File: src/rtl/mem_arb_n.sv
// mem_arb_n: N-port memory bus arbiter with fixed/round-robin selection and bus-timeout watchdog
module mem_arb_n #(
   parameter int NPORTS  = 2,
   parameter int RR_MODE = 0,
   parameter int TIMEOUT = 0,
   parameter int TW      = 16
) (
   input  logic                   clk,
   input  logic                   rstn,
   input  logic [NPORTS-1:0]      req_valid,
   output logic [NPORTS-1:0]      req_ready,
   input  logic [32*NPORTS-1:0]   req_addr,
   input  logic [32*NPORTS-1:0]   req_wdata,
   input  logic [4*NPORTS-1:0]    req_wstrb,
   output logic [32*NPORTS-1:0]   req_rdata,
   output logic                   mem_valid,
   input  logic                   mem_ready,
   output logic [31:0]            mem_addr,
   output logic [31:0]            mem_wdata,
   output logic [3:0]             mem_wstrb,
   input  logic [31:0]            mem_rdata,
   output logic [NPORTS-1:0]      grant,
   output logic                   fault
);
   localparam int PW = $clog2(NPORTS);
   typedef enum logic {IDLE, BUSY} state_t;
   state_t state_q, state_d;
   logic [NPORTS-1:0] grant_q, grant_d, pick;
   logic [PW-1:0] ptr_q, ptr_d, g;
   logic [TW-1:0] wd_q, wd_d;
   logic fault_q, fault_d, busy, done, timeout;
   always_comb begin
      g = '0;
      for (int i = 0; i < NPORTS; i++) if (grant_q[i]) g = PW'(i);
   end
   // ptr_q is the first index searched; fixed priority always searches from 0
   always_comb begin
      int idx;
      pick = '0;
      for (int i = NPORTS - 1; i >= 0; i--) begin
         idx = (RR_MODE != 0) ? int'(ptr_q) + i : i;
         if (idx >= NPORTS) idx = idx - NPORTS;
         if (req_valid[idx]) begin
            pick = '0;
            pick[idx] = 1'b1;
         end
      end
   end
   assign busy    = state_q == BUSY;
   assign done    = mem_valid & mem_ready;
   assign timeout = (TIMEOUT != 0) && (wd_q == TW'(TIMEOUT - 1));
   always_comb begin
      state_d = state_q;
      grant_d = grant_q;
      ptr_d   = ptr_q;
      wd_d    = wd_q;
      fault_d = fault_q;
      if (!busy) begin
         if (|req_valid) begin
            state_d = BUSY;
            grant_d = pick;
            wd_d    = '0;
         end
      end else if (done) begin
         state_d = IDLE;
         grant_d = '0;
         ptr_d   = (RR_MODE != 0) ? ((g == PW'(NPORTS - 1)) ? '0 : g + 1'b1) : ptr_q;
      end else if (!req_valid[g] || timeout) begin
         state_d = IDLE;
         grant_d = '0;
         fault_d = fault_q | timeout;
      end else begin
         wd_d = (&wd_q) ? wd_q : wd_q + 1'b1;
      end
   end
   always_comb begin
      mem_valid = busy & req_valid[g];
      mem_addr  = busy ? req_addr[32*g +: 32] : '0;
      mem_wdata = busy ? req_wdata[32*g +: 32] : '0;
      mem_wstrb = busy ? req_wstrb[4*g +: 4] : '0;
      req_ready = (busy & req_valid[g] & mem_ready) ? grant_q : '0;
      req_rdata = '0;
      for (int i = 0; i < NPORTS; i++) req_rdata[32*i +: 32] = grant_q[i] ? mem_rdata : '0;
      grant = grant_q;
      fault = fault_q;
   end
   always_ff @(posedge clk) begin
      if (!rstn) begin
         state_q <= IDLE;
         grant_q <= '0;
         ptr_q   <= '0;
         wd_q    <= '0;
         fault_q <= 1'b0;
      end else begin
         state_q <= state_d;
         grant_q <= grant_d;
         ptr_q   <= ptr_d;
         wd_q    <= wd_d;
         fault_q <= fault_d;
      end
   end
endmodule

File: config.mk
export PLATFORM = sky130hd
export DESIGN_NAME = mem_arb_n
export DESIGN_NICKNAME = d
export VERILOG_FILES = /design/src/rtl/mem_arb_n.sv
export SDC_FILE = /design/constraint.sdc
export NUM_CORES = 1
export LEC_CHECK = 0
export CORE_AREA = 2 2 120 122
export CTS_CLUSTER_SIZE = 8
export DETAILED_ROUTE_END_ITERATION = 16
export DIE_AREA = 0 0 122 124
export REMOVE_ABC_BUFFERS = 1
export SKIP_CTS_REPAIR_TIMING = 1
export SLEW_MARGIN = 20
export SYNTH_ARGS = -nofsm -noshare
export SYNTH_HDL_FRONTEND = slang
export SYNTH_SLANG_ARGS = --single-unit
File: constraint.sdc
create_clock -name clk -period 1.3 [get_ports clk]
set_input_delay 0.26 -clock clk [delete_from_list [all_inputs] [get_ports clk]]
set_output_delay 0.26 -clock clk [all_outputs]
set_load 0.05 [all_outputs]
==> impl_metrics.json <==
{
  "status": "finished, violations left",
  "failed_checks": "setup timing",
  "cp_data_required_time_ns": 1.04,
  "p_per_area_nw_per_um2": 525,
  "synth_cell_types": 20,
  "seq_area_frac_synth": 0.0325,
  "postSynthCellCount": 247,
  "worst_hold_slack_ns": 0.670,
  "grt_overflow": 0,
  "final_antenna_net_count": 0,
  "cp_num_buf_inv": 3,
  "netlist_area_um2": 1850,
  "crit_path_top_delay_cell": "dfxtp_4",
  "grt_max_degree": 55,
  "post-dp-hpwl_mm": 10.0,
  "io_buffer_count": 309,
  "design_area_um2": 7440,
  "ir_drop_v": 0.000317,
  "fin_nets": 748,
  "diodes": 0,
  "grt_pass1_wl_mm": 16.6,
  "yosysTopAreaCellShare": 0.374,
  "die_area_um2": 15100,
  "clk_pin_slew_ns": 0.03,
  "worst_slack_ns": -0.424,
  "dp.cells": 735,
  "drv_cap": 0,
  "area.growth.synth_to_final_pct": 303,
  "hold_class": "input pin to flip-flop",
  "cpPeakStageDelay_ns": 0.38,
  "dr.first_iter.drc_count": 80,
  "hold_violations": 0,
  "die_h_um": 124,
  "critical_path_class": "flip-flop to primary output",
  "routedWlPerCell_um": 16.9,
  "finalCriticalPeriod_ns": 1.72,
  "crit_path_cell_trace": "buf_4 > clkbuf_16 > mux2i_1 > nor2b_1 > clkbuf_16",
  "cts_buffer_depth": 2,
  "drive_gt1_frac": 0.537,
  "place_ws_ns": -0.370,
  "synth.largest_area_cell": "mux2i_1",
  "finClkSkew_ns": 0.000864,
  "track_usage": 0.139,
  "utilization": 0.542,
  "die_w_um": 122,
  "drv_slew": 0,
  "finalNonFillerCells": 754,
  "cts_num_sinks": 3,
  "setup_viol": 136,
  "cp_common_cell": "clkbuf_16",
  "core_area_um2": 13700,
  "ys_ff_latch": 3,
  "arrival_ns": 1.46,
  "register_area_um2": 68.8,
  "period_share": 1.33,
  "synth_warnings": 0,
  "cts_tree": "yes",
  "fin_tns_setup_ns": -33.58,
  "rows": 43,
  "start_kind": "flip-flop",
  "grt_pass1_vias": 3063,
  "wirelength_mm": 12.7,
  "worstSkewPairLatency_ns": 0.23,
  "grt_antenna_before_repair": 0,
  "vias": 3077,
  "clock-root-buffer": "clkbuf_16",
  "worst-path-max-fanout": 14,
  "endpoint_kind": "primary output",
  "gp_congestion": 0.817,
  "syn_avg_cell_area_um2": 7.47,
  "placed_cell_area_um2": 6630,
  "dr.pass1.iters": 4,
  "rsz0062_at_grt": "yes",
  "multiInputGateArea_um2": 1990,
  "ios": 311,
  "drc": 0,
  "max_freq_mhz": 580,
  "leakage_nw": 2.95,
  "vias_per_cell": 4.08,
  "cts_htree_levels": 1,
  "cts_made_buffers": 3,
  "cp_top_family": "buffers and inverters",
  "fill_cells": 1151,
  "start_util": 0.135,
  "p_total_mw": 3.91,
  "synth_area_leaders": "mux2i_1 (37%), nor2b_1 (24%), and2_1 (22%)"
}
area by class of cell:
| type | count | share of cell area |
|---|---|---|
| Timing Repair Buffer | 348 | 0.682 |
| Multi-Input combinational cell | 217 | 0.267 |
| Tap cell | 180 | 0.0303 |
| Clock buffer | 4 | 0.0106 |
| Sequential cell | 3 | 0.00925 |
| Inverter | 2 | 0.00101 |
where the power goes:
part	leakage [nW]	internal, mW	switching [mW]
registers	0.0264	0.0994	0.0194
clock network	0.0382	0.407	0.105
logic	2.89	1.80	1.48
placed cells by master, fill, tap and decap left out, types with 2 or more instances in the layout:
| cell type | n |
|---|---|
| and2_1 | 4 |
| mux2i_1 | 51 |
| buf_8 | 6 |
| mux2i_2 | 15 |
| inv_1 | 2 |
| and3_4 | 2 |
| dfxtp_4 | 2 |
| nor2b_2 | 45 |
| a21oi_1 | 2 |
| nor2b_1 | 24 |
| buf_12 | 139 |
| clkbuf_16 | 13 |
| and2_4 | 60 |
| dlymetal6s2s_1 | 7 |
| buf_6 | 9 |
| buf_4 | 11 |
| mux2i_4 | 3 |
| nor2_1 | 3 |
| clkdlybuf4s50_1 | 165 |
worst register-to-register path, delay by kind of cell (launching register included):
| family | cells | cell delay (ns) |
|---|---|---|
| AOI/OAI and AO/OA | 2 | 0.28 |
| buffers and inverters | 3 | 0.40 |
| DFF | 1 | 0.41 |
| and+or+nand+nor | 1 | 0.04 |
path summary, 6_finish.rpt:
path,startpoint,to,slack [ns],cells after the start
max,grant[1]$_SDFFE_PN0P_,mem_wdata[12],-0.42,5
max reg2reg,grant[1]$_SDFFE_PN0P_,grant[0]$_SDFFE_PN0P_,0.04,6
min,rstn,busy$_SDFF_PN0_,0.67,3
min reg2reg,busy$_SDFF_PN0_,grant[0]$_SDFFE_PN0P_,0.73,2
logic make-up (layout without fill, tap and decap cells):
family | after synthesis | after routing | share of synthesized area
AND/OR/NAND/NOR | 141 | 141 | 0.476
AO/OA/AOI/OAI | 6 | 6 | 0.0210
buffers and inverters | 27 | 354 | 0.0942
flip-flops | 3 | 3 | 0.0325
multiplexers | 69 | 69 | 0.374
other | 1 | 1 | 0.00203
registers in the layout, summed over array words and instances (netlist names):
register / count
busy: 1
grant: 2
Yosys cell counts:
cell	count
a21oi_1	2
a31oi_1	1
and2_1	64
and3_1	2
buf_12	2
buf_2	5
buf_4	7
buf_6	1
clkbuf_1	10
conb_1	1
dfxtp_1	3
inv_1	2
mux2i_1	69
nand3b_1	1
nand4b_1	1
nor2_1	3
nor2b_1	70
o21ai_0	1
o22a_1	1
o32ai_1	1
routing by layer:
| layer | GRT usage | routed length (um) | vias to the layer above |
|---|---|---|---|
| met4 | 0.0237 | 126 | 0 |
| li1 | - | - | 1468 |
| met2 | 0.271 | 6880 | 205 |
| met1 | 0.147 | 4310 | 1390 |
| met3 | 0.0458 | 1410 | 14 |
| met5 | 0 | 0 | - |
No activity file was read; power rests on OpenSTA's default activity.
